==> config.mk <==
export PLATFORM = sky130hd
export DESIGN_NAME = io_cko_mode_ccff_loader_flat
export DESIGN_NICKNAME = d
export VERILOG_FILES = /design/src/rtl/io_cko_mode_ccff_loader_pkg.sv /design/src/rtl/io_cko_mode_ccff_loader_if.sv /design/src/rtl/io_cko_mode_ccff_loader_shadow.sv /design/src/rtl/io_cko_mode_ccff_loader.sv /design/src/flat_wrapper.sv
export SDC_FILE = /design/constraint.sdc
export NUM_CORES = 1
export LEC_CHECK = 0
export CELL_PAD_IN_SITES_DETAIL_PLACEMENT = 1
export CELL_PAD_IN_SITES_GLOBAL_PLACEMENT = 1
export CORE_ASPECT_RATIO = 0.75
export CORE_UTILIZATION = 43
export DETAILED_ROUTE_END_ITERATION = 10
export PLACE_DENSITY_LB_ADDON = 0.1
export SLEW_MARGIN = 40
export SYNTH_ARGS = -nofsm -noshare
export SYNTH_HDL_FRONTEND = slang
export SYNTH_SLANG_ARGS = --single-unit
export TNS_END_PERCENT = 50
==> constraint.sdc <==
create_clock -name i_prog_clk -period 1.9 [get_ports i_prog_clk]
set_input_delay 0.19 -clock i_prog_clk [delete_from_list [all_inputs] [get_ports i_prog_clk]]
set_output_delay 0.19 -clock i_prog_clk [all_outputs]
set_load 0.05 [all_outputs]
==> src/rtl/io_cko_mode_ccff_loader_pkg.sv <==
// Shared types and sizing helpers for the cko pad-tile CCFF configuration loader.
package io_cko_ccff_pkg;

  localparam int unsigned MODE_W_DEFAULT = 7;

  typedef enum logic [2:0] {
    StIdle,
    StReq,
    StApply,
    StHold,
    StRel
  } ccff_state_e;

  // The bit counter must reach MODE_W+2, the overshift marker.
  function automatic int unsigned cnt_w(input int unsigned mode_w);
    return $clog2(mode_w + 3);
  endfunction

endpackage

==> src/rtl/io_cko_mode_ccff_loader_if.sv <==
// Configuration chain and quiesce handshake bundle between the loader and its neighbours.
interface io_cko_mode_ccff_loader_if #(
  parameter int unsigned MODE_W = 7
);
  logic              ccff_head;
  logic              ccff_shift_en;
  logic              ccff_commit;
  logic              ccff_tail;
  logic              upd_req;
  logic              upd_ack;
  logic [0:MODE_W-1] feedthrough_mem_in;
  logic [0:MODE_W-1] feedthrough_mem_inb;
  logic              cfg_valid;
  logic              cfg_err;

  modport master (
    output ccff_head, ccff_shift_en, ccff_commit, upd_ack,
    input  ccff_tail, upd_req, feedthrough_mem_in, feedthrough_mem_inb, cfg_valid, cfg_err
  );

  modport slave (
    input  ccff_head, ccff_shift_en, ccff_commit, upd_ack,
    output ccff_tail, upd_req, feedthrough_mem_in, feedthrough_mem_inb, cfg_valid, cfg_err
  );
endinterface

==> src/rtl/io_cko_mode_ccff_loader_shadow.sv <==
// CCFF shadow shift register with saturating frame-length counter and even-parity check.
module io_cko_ccff_shadow
  import io_cko_ccff_pkg::*;
#(
  parameter int unsigned MODE_W = MODE_W_DEFAULT
) (
  input  logic              i_clk,
  input  logic              i_rst_n,
  input  logic              i_shift,
  input  logic              i_clear,
  input  logic              i_head,
  output logic [0:MODE_W-1] o_mode,
  output logic              o_tail,
  output logic              o_frame_ok,
  output logic              o_frame_overshift
);
  localparam int unsigned      CNT_W    = cnt_w(MODE_W);
  localparam logic [CNT_W-1:0] CNT_FULL = CNT_W'(MODE_W + 1);
  localparam logic [CNT_W-1:0] CNT_OVER = CNT_W'(MODE_W + 2);

  logic [0:MODE_W]    r_shadow;
  logic [CNT_W-1:0]   r_cnt;

  always_ff @(posedge i_clk or negedge i_rst_n) begin
    if (!i_rst_n) begin
      r_shadow <= '0;
      r_cnt    <= '0;
    end else begin
      if (i_clear) begin
        r_cnt <= '0;
      end else if (i_shift && (r_cnt != CNT_OVER)) begin
        r_cnt <= r_cnt + CNT_W'(1);
      end
      if (i_shift) begin
        r_shadow <= {i_head, r_shadow[0:MODE_W-1]};
      end
    end
  end

  // Parity travels at the far end, so shadow[i] ends up holding mode bit i.
  assign o_mode            = r_shadow[0:MODE_W-1];
  assign o_tail            = r_shadow[MODE_W];
  assign o_frame_ok        = (r_cnt == CNT_FULL) && !(^r_shadow);
  assign o_frame_overshift = (r_cnt == CNT_OVER);

endmodule

==> src/rtl/io_cko_mode_ccff_loader.sv <==
// cko pad-tile mode loader: accepts a CCFF frame and applies it through a stop-clock handshake.
// feedthrough_mem_in[i] carries mode bit i.
module io_cko_mode_ccff_loader
  import io_cko_ccff_pkg::*;
#(
  parameter int unsigned       MODE_W     = MODE_W_DEFAULT,
  parameter logic [MODE_W-1:0] RESET_MODE = '0,
  parameter int unsigned       TIMEOUT    = 255
) (
  input logic                      i_prog_clk,
  input logic                      i_prog_reset_n,
  io_cko_mode_ccff_loader_if.slave io_bus
);
  localparam int unsigned      TMO_W    = $clog2(TIMEOUT + 1);
  localparam logic [TMO_W-1:0] TMO_LAST = TMO_W'(TIMEOUT - 1);

  ccff_state_e       r_state;
  logic [TMO_W-1:0]  r_tmo;
  logic              r_upd_req;
  logic              r_valid;
  logic              r_err;
  logic [0:MODE_W-1] r_mode;
  logic [0:MODE_W-1] r_mode_b;

  logic              w_idle;
  logic              w_shift;
  logic              w_clear;
  logic              w_good;
  logic              w_tail;
  logic              w_frame_ok;
  logic              w_frame_over;
  logic [0:MODE_W-1] w_shadow_mode;

  // A commit wins over a shift in the same cycle and is judged on the pre-shift frame.
  assign w_idle  = (r_state == StIdle);
  assign w_clear = w_idle & io_bus.ccff_commit;
  assign w_shift = w_idle & io_bus.ccff_shift_en & ~io_bus.ccff_commit;
  assign w_good  = w_frame_ok & ~w_frame_over;

  io_cko_ccff_shadow #(
    .MODE_W (MODE_W)
  ) u_shadow (
    .i_clk             (i_prog_clk),
    .i_rst_n           (i_prog_reset_n),
    .i_shift           (w_shift),
    .i_clear           (w_clear),
    .i_head            (io_bus.ccff_head),
    .o_mode            (w_shadow_mode),
    .o_tail            (w_tail),
    .o_frame_ok        (w_frame_ok),
    .o_frame_overshift (w_frame_over)
  );

  always_ff @(posedge i_prog_clk or negedge i_prog_reset_n) begin
    if (!i_prog_reset_n) begin
      r_state   <= StIdle;
      r_tmo     <= '0;
      r_upd_req <= 1'b0;
      r_valid   <= 1'b0;
      r_err     <= 1'b0;
      for (int unsigned i = 0; i < MODE_W; i++) begin
        r_mode[i]   <= RESET_MODE[i];
        r_mode_b[i] <= ~RESET_MODE[i];
      end
    end else begin
      unique case (r_state)
        StIdle: begin
          if (io_bus.ccff_commit) begin
            if (w_good) begin
              r_state   <= StReq;
              r_upd_req <= 1'b1;
              r_tmo     <= '0;
            end else begin
              r_err <= 1'b1;
            end
          end
        end
        StReq: begin
          if (io_bus.upd_ack) begin
            r_state <= StApply;
            r_tmo   <= '0;
          end else if (r_tmo == TMO_LAST) begin
            r_state   <= StIdle;
            r_upd_req <= 1'b0;
            r_err     <= 1'b1;
            r_tmo     <= '0;
          end else begin
            r_tmo <= r_tmo + TMO_W'(1);
          end
        end
        StApply: begin
          r_mode   <= w_shadow_mode;
          r_mode_b <= ~w_shadow_mode;
          r_valid  <= 1'b1;
          r_err    <= 1'b0;
          r_state  <= StHold;
          r_tmo    <= '0;
        end
        StHold: begin
          r_state   <= StRel;
          r_upd_req <= 1'b0;
          r_tmo     <= '0;
        end
        StRel: begin
          // A stuck ack leaves the new mode in place but flags the tile.
          if (!io_bus.upd_ack) begin
            r_state <= StIdle;
            r_tmo   <= '0;
          end else if (r_tmo == TMO_LAST) begin
            r_state <= StIdle;
            r_err   <= 1'b1;
            r_tmo   <= '0;
          end else begin
            r_tmo <= r_tmo + TMO_W'(1);
          end
        end
        default: begin
          r_state   <= StIdle;
          r_upd_req <= 1'b0;
          r_tmo     <= '0;
        end
      endcase
    end
  end

  assign io_bus.ccff_tail           = w_tail;
  assign io_bus.upd_req             = r_upd_req;
  assign io_bus.feedthrough_mem_in  = r_mode;
  assign io_bus.feedthrough_mem_inb = r_mode_b;
  assign io_bus.cfg_valid           = r_valid;
  assign io_bus.cfg_err             = r_err;

endmodule

==> src/flat_wrapper.sv <==
// flat-port wrapper written by rule: the top's interface ports become plain ports
module io_cko_mode_ccff_loader_flat import io_cko_ccff_pkg::*;
#(
  parameter int unsigned       MODE_W     = MODE_W_DEFAULT,
  parameter logic [MODE_W-1:0] RESET_MODE = '0,
  parameter int unsigned       TIMEOUT    = 255
)
  (i_prog_clk, i_prog_reset_n, io_bus_ccff_head, io_bus_ccff_shift_en, io_bus_ccff_commit, io_bus_upd_ack, io_bus_ccff_tail, io_bus_upd_req, io_bus_feedthrough_mem_in, io_bus_feedthrough_mem_inb, io_bus_cfg_valid, io_bus_cfg_err);
  io_cko_mode_ccff_loader_if #(.MODE_W(MODE_W)) io_bus_i ();
  input logic i_prog_clk;
  input logic i_prog_reset_n;
  input wire logic [$bits(io_bus_i.ccff_head)-1:0] io_bus_ccff_head;
  input wire logic [$bits(io_bus_i.ccff_shift_en)-1:0] io_bus_ccff_shift_en;
  input wire logic [$bits(io_bus_i.ccff_commit)-1:0] io_bus_ccff_commit;
  input wire logic [$bits(io_bus_i.upd_ack)-1:0] io_bus_upd_ack;
  output wire logic [$bits(io_bus_i.ccff_tail)-1:0] io_bus_ccff_tail;
  output wire logic [$bits(io_bus_i.upd_req)-1:0] io_bus_upd_req;
  output wire logic [$bits(io_bus_i.feedthrough_mem_in)-1:0] io_bus_feedthrough_mem_in;
  output wire logic [$bits(io_bus_i.feedthrough_mem_inb)-1:0] io_bus_feedthrough_mem_inb;
  output wire logic [$bits(io_bus_i.cfg_valid)-1:0] io_bus_cfg_valid;
  output wire logic [$bits(io_bus_i.cfg_err)-1:0] io_bus_cfg_err;
  assign io_bus_i.ccff_head = io_bus_ccff_head;
  assign io_bus_i.ccff_shift_en = io_bus_ccff_shift_en;
  assign io_bus_i.ccff_commit = io_bus_ccff_commit;
  assign io_bus_i.upd_ack = io_bus_upd_ack;
  assign io_bus_ccff_tail = io_bus_i.ccff_tail;
  assign io_bus_upd_req = io_bus_i.upd_req;
  assign io_bus_feedthrough_mem_in = io_bus_i.feedthrough_mem_in;
  assign io_bus_feedthrough_mem_inb = io_bus_i.feedthrough_mem_inb;
  assign io_bus_cfg_valid = io_bus_i.cfg_valid;
  assign io_bus_cfg_err = io_bus_i.cfg_err;
  io_cko_mode_ccff_loader #(.MODE_W(MODE_W), .RESET_MODE(RESET_MODE), .TIMEOUT(TIMEOUT)) u_core (.i_prog_clk(i_prog_clk), .i_prog_reset_n(i_prog_reset_n), .io_bus(io_bus_i));
endmodule
* After elaboration in Yosys (flattened, before gate mapping)
Index checks and enable logic that the tools add are counted.
Operators by class: add/sub/neg operators 2, multipliers 0, divide/modulo/power cells 0, magnitude comparators 0, equality and inequality tests 14, shifts and indexed selects 0, mux-type cells 25, bitwise logic cells 8, reductions and logical operators 11
Operators by type and width (number):
- $mux W8 | 5
- $pmux W8 S3 | 1
- $mux W3 | 5
- $pmux W3 S5 | 1
- $ne A2 B2 Y1 const B | 5
- $reduce_and A5 Y1 | 2
- $mux W1 | 9
- $add A8 B1 Y8 const B | 1
- $eq A4 B4 Y1 const B | 2
- $eq A8 B8 Y1 const B | 1
- $mux W4 | 2
- $reduce_xor A8 Y1 | 1
- $not A7 Y7 | 1
- $eq A3 B2 Y1 const B | 2
- $add A4 B1 Y4 const B | 1
- $and A1 B1 Y1 | 4
- $ne A4 B4 Y1 const B | 1
- $pmux W1 S4 | 1
- $reduce_bool A4 Y1 | 1
- $eq A3 B1 Y1 const B | 1
- $eq A3 B3 Y1 const B | 1
- $logic_not A3 Y1 | 1
- $not A1 Y1 | 3
- $pmux W1 S3 | 1
- other kinds (6) | 7
Word-level totals: flip-flop bits (word level) 40, latch bits 0, RAM bits 0, ROM bits 0, output and inout port bits 18, logic and storage cells 69, memories 0

* Longest topological paths before layout
depth in word-level cells 7, mapped depth 7

* By module
From an unflattened synthesis, not the netlist that was laid out.
Second synthesis, totals: cell total of the unflattened synthesis 178, area, all modules 1940.6 um2
Modules (own cells, without submodules):
- io_cko_mode_ccff_loader | times used 1, cells an instance 130, area each 1351.3 um2, seq. area each 709.4 um2
- io_cko_ccff_shadow | times used 1, cells an instance 48, area each 589.3 um2, seq. area each 300.3 um2

* Worst setup path before layout
OpenSTA, ideal clock, no wires.
path type register -> register, start point register u_core.u_shadow.r_shadow[7] (netlist name), end point register u_core.r_tmo[7], arrival time 1.662 ns, required time 1.776 ns, path slack 0.114 ns, cell stages (with the launch flop) 6, path buffers 0, period minus slack after synthesis 1.786 ns, path through dfrtp_1 > xnor2_1 > xnor2_2 > xnor2_1 > o21a_2 > a211o_1
Between the ends: longest elaborated chain between the ends 6
RTL lines:
- from (decl) | line io_cko_mode_ccff_loader_shadow.sv:21 | logic [0:MODE_W] r_shadow;
- from (signal assigned) | line io_cko_mode_ccff_loader_shadow.sv:35 | r_shadow <= {i_head, r_shadow[0:MODE_W-1]};
- $reduce_xor A8 Y1 | line io_cko_mode_ccff_loader_shadow.sv:43 | assign o_frame_ok = (r_cnt == CNT_FULL) && !(^r_shadow);
- $logic_not A1 Y1 | line io_cko_mode_ccff_loader_shadow.sv:43
- $logic_and A1 B1 Y1 | line io_cko_mode_ccff_loader_shadow.sv:43
- $and A1 B1 Y1 | line io_cko_mode_ccff_loader.sv:38 | assign w_good = w_frame_ok & ~w_frame_over;
- $ne A2 B2 Y1 (no source line)
- $reduce_and A2 Y1 (no source line)
- to (signal assigned) | line io_cko_mode_ccff_loader.sv:88 | r_tmo <= r_tmo + TMO_W'(1);
- to (signal assigned) | line io_cko_mode_ccff_loader.sv:114 | r_tmo <= r_tmo + TMO_W'(1);
- to (decl) | line io_cko_mode_ccff_loader.sv:18 | logic [TMO_W-1:0] r_tmo;
No other way between the ends. A chain may end at the register's enable or synchronous reset.

* Worst setup path in the final report
start point register u_core.r_mode_b, in the netlist u_core.io_bus.feedthrough_mem_inb[0], end point output io_bus_feedthrough_mem_inb[6]
RTL lines:
- from (decl) | line io_cko_mode_ccff_loader.sv:23 | logic [0:MODE_W-1] r_mode_b;
- from (signal, indexed assignment) | line io_cko_mode_ccff_loader.sv:63 | r_mode_b[i] <= ~RESET_MODE[i];
- from (signal assigned) | line io_cko_mode_ccff_loader.sv:93 | r_mode_b <= ~w_shadow_mode;
- to (decl) | line flat_wrapper.sv:19 | output wire logic [$bits(io_bus_i.feedthrough_mem_inb)-1:0] io_bus_feedthrough_mem_inb;
No word-level cell between the ends.

==> results.toml <==
[outcome]
status = "finished clean"

[job]
cap_violations = 0

[yosys]
ys_types = 41
syn_inst = 174
yosysTopAreaCellShare_pct = 42.3
yosysWarnings = 0
synth-seq-area-share_pct = 51.7
yosysMostFrequentCell = "dfrtp_1"
netlist_area_sq_um = 1950
ys_ff_latch = 40
mappedNetlistNets = 185
synthArstFlopShare_pct = 100
synth_area_leaders = "dfrtp_1, dfstp_2, mux2_2, xnor2_1, ha_1"
synth_top_cell_by_area = "dfrtp_1"
yosys_most_used_dff = "dfrtp_1"
synth_commonest_cells = "dfrtp_1, mux2_2, nand2_1, o21ai_0"
synth_edf_count = 0
syn_area_per_cell_sq_um = 11.2

[detailed_routing]
drc = 0
ant_nets = 0
via_per_inst = 5.37
dr.pass1.iters = 4
routed_wl_mm = 4.25
routed-via-count = 1392
drtIter0Drc = 44
routedWlPerCell_um = 16.4

[floorplanning]
rows = 20
fp.dieW_um = 79.8
die_h_um = 60.3
dieArea_sq_um = 4820
start_util_pct = 46.4
ioPinCount = 24
core_area_sq_um = 4200

[cells_and_area]
fin_util_pct = 57.0
final_nets = 214
drive_gt1_share_pct = 21.6
syn2layout_area_growth_pct = 22.7
final_cells = 259
nFillCells = 450
n_antenna_cell = 0

[min_path]
hold_class = "input pin to asynchronous set/reset pin"

[sta]
slew_headroom_pct = 66.0
hold_violations = 0
rsz0062_at_grt = "true"
finalClockSkew_ps = 3.45
fmax_mhz = 546
maxSlewViolCount = 0
finalHoldWorstSlack_ps = 378
worstMarginPinSlew_ps = 508
finalSetupViolCount = 0
final.period_utilization_pct = 96.4
finalCriticalPeriod_ps = 1830

[place]
post-place-cells = 249
dp_hpwl_mm = 3.16
numPortBuffers = 23
gp_congestion = 0.806

[cts]
clkSlewWorstSetupHoldPaths_ps = 80
cts_num_sinks = 40
cts_tree = "done"
numCtsBuffers = 5
htreeDepth = 2
clock_latency_ps = 290
cts_buffer_depth = 2
cts-root-buf = "clkbuf_8"

[setup_path]
cp.arrival_ps = 1640
cp_data_required_time_ps = 1710
critPathMaxFanout = 2
r2r_cells = 6
critPathMaxStageDelay_ps = 810
rr_startpoint = "u_core.u_shadow.r_cnt[1]"
timing.rr.end = "u_core.r_tmo[7]"
critPathKind = "register to output port"
start_kind = "register"
reg2reg_slack_ps = 80
cp-end-kind = "output port"
crit_slowest_cell = "clkdlybuf4s50_1"
cp_num_buf_inv = 1
cp_cell_sequence = "clkdlybuf4s50_1"
critical-path-top-delay-family = "buffers and inverters"

[pwr]
p_leak_nw = 1.02
power_density_nw_per_um2 = 1870
peakVddDrop_mv = 0.980
fin_total_pwr_mw = 4.47

[global_route]
grt_pass1_vias = 1429
grtUsageMet2_pct = 32.5
grt.total_usage_pct = 20.0
grt_busiest_layer = "met2"
grtUsageMet1_pct = 26.8
met3_usage_pct = 4.96
overflow = 0
grt_max_degree = 23
grt_pass1_wl_mm = 7.04
antenna_found_initial = 0
## cells by family after synthesis
| kind of cell | count (synthesis) | synth area share [%] |
|---|---|---|
| flops | 40 | 51.7 |
| fa+ha+maj | 5 | 3.21 |
| buf+inv | 12 | 2.50 |
| xor+xnor | 12 | 5.77 |
| mux | 18 | 10.3 |
| compound gates | 36 | 12.1 |
| simple gates | 51 | 14.4 |
## how the worst max path moves through the flow
stage	start	to	slack, ps	cells after the start
final	u_core.io_bus.feedthrough_mem_inb[0]	io_bus_feedthrough_mem_inb[6]	70	1
after CTS	u_core.u_shadow.r_cnt[1]	u_core.r_tmo[7]	20	6
after global placement	io_bus_upd_ack	u_core.r_tmo[2]	130	6
after detailed placement	u_core.u_shadow.r_cnt[1]	u_core.r_tmo[7]	-9	6
after global routing	u_core.r_state[0]	u_core.u_shadow.r_cnt[3]	-2	5
after floorplan	u_core.u_shadow.r_shadow[7]	u_core.r_tmo[7]	110	5
## per-stage QoR
| stage | TNS (ps) | instance area [sq um] | setup slack, ps |
|---|---|---|---|
| 5_1_grt | -2.41 | 2390 | -2.41 |
| 6_report | 0 | 2390 | 67.5 |
| 4_1_cts | 0 | 2380 | 19.0 |
| 3_3_place_gp | 0 | 2250 | 135 |
| 2_1_floorplan | 0 | 1950 | 114 |
| 3_5_place_dp | -8.72 | 2250 | -8.72 |
## final cells by class
class	instances	area (sq um)	share of cell area, %
Sequential cell	40	1010	42.2
Multi-Input combinational cell	122	908	37.9
Timing Repair Buffer	27	270	11.3
Clock buffer	5	68.8	2.87
Tap cell	55	68.8	2.87
Clock inverter	3	42.5	1.78
Inverter	7	26.3	1.10
## routing by layer
layer  share of wire [%]  wire [um]
met5                   0          0
met4                0.80         34
met3                 3.5        148
met2                  47       2000
met1                  49       2070
## timing repair
item	in CTS	in global routing
cloned	0	0
hold buffers	1	0
gates resized for setup	1	1
buffers inserted	0	1
endpoints found under the setup margin	1	2
endpoints found under the hold margin	18	0
## where the power goes
part	total (mW)	leakage [nW]	switching (mW)	internal, mW
Clock	0.687	0.0541	0.298	0.388
Combinational	2.23	0.476	1.29	0.942
Sequential	1.55	0.492	0.342	1.21
Total	4.47	1.02	1.93	2.54
## flip-flops by register name, summed over array words and instances, names as in the netlist
name and flops:
u_core.io_bus.cfg_err 1, u_core.io_bus.cfg_valid 1, u_core.io_bus.feedthrough_mem_in 7, u_core.io_bus.feedthrough_mem_inb 7
u_core.io_bus.upd_req 1, u_core.r_state 3, u_core.r_tmo 8, u_core.u_shadow.r_cnt 4
u_core.u_shadow.r_shadow 8
## placed cells by master, fill, tap and decap left out, types with 3 or more instances in the layout
cell type        count
dfrtp_1             33
clkdlybuf4s50_1     22
mux2_2              16
nand2_1             15
o21ai_0             11
xnor2_1              8
nor2_1               8
a21oi_1              8
inv_1                7
dfstp_2              7
nand2b_1             6
nand4_1              5
ha_1                 5
clkbuf_8             5
a21o_1               4
xor2_1               3
nand3_1              3
o2bb2ai_1            3
Note: power is estimated with default switching activity, not from simulation.
==> edit (config.mk and constraints unchanged) <==
The package constant `MODE_W_DEFAULT` goes from 7 to 9.
--- a/src/rtl/io_cko_mode_ccff_loader_pkg.sv
+++ b/src/rtl/io_cko_mode_ccff_loader_pkg.sv
@@ -1,7 +1,7 @@
 // Shared types and sizing helpers for the cko pad-tile CCFF configuration loader.
 package io_cko_ccff_pkg;
 
-  localparam int unsigned MODE_W_DEFAULT = 7;
+  localparam int unsigned MODE_W_DEFAULT = 9;
 
   typedef enum logic [2:0] {
     StIdle,
Ports: changed (resized io_bus_feedthrough_mem_in and io_bus_feedthrough_mem_inb); port bits go from 24 to 28. No check against the original RTL was run, so the function may have changed too.
==> edit against the original RTL <==
The run now ends with negative setup slack left. Worst setup slack got worse by 120 ps. Cell area rose by 15%. Combinational power rose by 48%. Clock power rose by 5.5%. Register-to-register slack got worse by 130 ps. Count of clock-buffer cells in the layout rose by 1. Sequential cell count rose by 6. Routed wire length rose by 19%. Critical endpoint is now u_core.r_tmo[5]. Area after synthesis rose by 8.2%. Clock skew rose by 0.57 ps. Critical path depth rose by 4. Power rose by 28%.
==> edit: results (changes against the original RTL) <==
Final layout
  • Most flops, register: u_core.u_shadow.r_shadow
  • Layout cells sized above 1: 0.264 (+0.0479)
  • Max FFs per register: 10
  • Non-Filler Instances: 296 (+14%)
  • ANT cells: 0 (unchanged)
  • NumNets Final: 248 (+16%)

Synthesis
  • Synth top area cells: dfrtp_1 (44%), dfstp_2 (11%), mux2_2 (10%)
  • Post-synth ARST share: 1.00 (unchanged)
  • Post-synthesis net count: 201 (+8.6%)
  • Number of library cell types mapped by synthesis: 36 (-12%)
  • Top-area cell type share of the netlist area: 0.438 (+0.0153)
  • Sequential fraction of the synthesis area: 0.550 (+0.0330)
  • Top post-synthesis cells by count: dfrtp_1 (37), mux2_2 (19), nand2_1 (18)
  • Cells after Synth: 191 (+9.8%)
  • YS warnings: 0 (unchanged)

Global routing
  • First-pass GRT wire length: 8690 µm (+23%)
  • Met1 usage: 0.284 (+0.0159)
  • Initial antenna violation count: 0 (unchanged)
  • GR Util met3: 0.0396 (-0.00999)
  • Met2 Resource Use GR: 0.359 (+0.0338)
  • Vias in the first global route: 1733 (+21%)
  • Largest net degree at the start of global routing: 39 (+70%)
  • Total GRT Usage: 0.214 (+0.0147)

Place
  • Pre-CTS setup slack: -110 ps (-101 ps)
  • DP Area: 0.00258 mm² (+15%)
  • DPL Wire Length: 3680 µm (+17%)
  • Port Buffers: 27 (+17%)
  • RD Place Congestion: 0.789 (-2.1%)
  • Placed Instances: 285 (+14%)

Worst setup path
  • Critical path launch point: u_core.u_shadow.r_shadow[9]
  • Worst-path maximum fanout: 5 (+3)
  • Reg2Reg Depth: 5 (-1)
  • CP arrival: 2140 ps (+500 ps)
  • Max stage delay on crit path: 460 ps (-350 ps)
  • Crit-path slowest cell: xnor3_1
  • RR Endpoint: u_core.r_tmo[5]

Clock tree
  • H-tree levels: 2 (unchanged)
  • Num CTS Buffers: 5 (unchanged)
  • Root buffer cell: clkbuf_8
  • Maximum root-to-sink buffer count: 2 (unchanged)
  • Clock slew at reported path FFs: 90 ps

Timing
  • Setup-failing EPs final: 5 (+5)
  • Layout Skew: 4.02 ps (+0.569 ps)
  • Final worst slack: -50.4 ps (-118 ps)
  • Worst hold slack: 381 ps (+2.73 ps)
  • Worst slew pin tran: 535 ps (+26.7 ps)

Power
  • Leakage: 0.00121 µW (+18%)
  • Maximum vdd drop: 1090 µV (+11%)

Detailed routing
  • Detailed Route WL: 5070 µm (+19%)
  • Met2 wire len: 2430 µm (+22%)
  • Number of DRC markers in iteration 0: 67 (+52%)
  • WL met3: 137 µm (-7.4%)
  • Vias per cell: 5.33 (-0.87%)
  • Met1 Wirelength: 2440 µm (+18%)
  • TritonRoute pass-1 iters: 4 (unchanged)

Outcome
  • Outcome: complete, but fails checks
  • Failing checks: negative setup slack

Worst hold path
  • HP Class: input pin to async pin
edit: cell type report:
type,count,area (µm²)
fill,483,1850
sequential,46,1160
multi-input combinational,131,940
timing repair buffer,47,437
clock buffer,6,72.6
tap,57,71.3
clock inverter,2,37.5
inverter,7,26.3
edit: through the flow:
stage | setup TNS (ps) | total power [µW]
6_report | -161 | 5740
5_1_grt | -789 | 6070
4_1_cts | -159 | 5760
3_5_place_dp | -376 | 4860
3_3_place_gp | -11.1 | 4700
2_1_floorplan | 0 | 3720
edit: worst max-delay path by stage:
| stage | end | slack [ps] |
|---|---|---|
| global placement | u_core.r_tmo[5] | -10 |
| detailed placement | u_core.r_tmo[5] | -110 |
| global route | u_core.r_tmo[5] | -110 |
| finish | u_core.r_tmo[5] | -50 |
| CTS | u_core.r_tmo[5] | -40 |
| floorplan | u_core.r_tmo[5] | 2 |
edit: cells by family (layout without fill, tap and decap cells):
group / after synthesis / count (layout) / share of synthesized area
compound gates: 38 / 38 / 0.108
xor+xnor: 10 / 10 / 0.0480
fa+ha+maj: 4 / 4 / 0.0237
buf+inv: 14 / 62 / 0.0249
flops: 46 / 46 / 0.550
mux: 22 / 22 / 0.116
simple gates: 57 / 57 / 0.130
edit: worst max-delay path, delay by kind of cell, from the launching register on:
kind           cells  cell delay [ps]
XOR/XNOR           3              810
flip-flops         1              430
AO/OA/AOI/OAI      2              600
edit: power by group:
group	total, µW	internal, µW	switching, µW
logic	3300	1450	1850
registers	1720	1420	300
clock network	725	393	333
total	5740	3260	2480
edit: what timing repair did:
item	CTS	global route
endpoints found under the setup margin	10	10
setup buffers	2	0
resized for setup	6	3
pin swaps	4	0
hold buffers	0	1
hold endpoints to repair	0	27
gates cloned	0	0
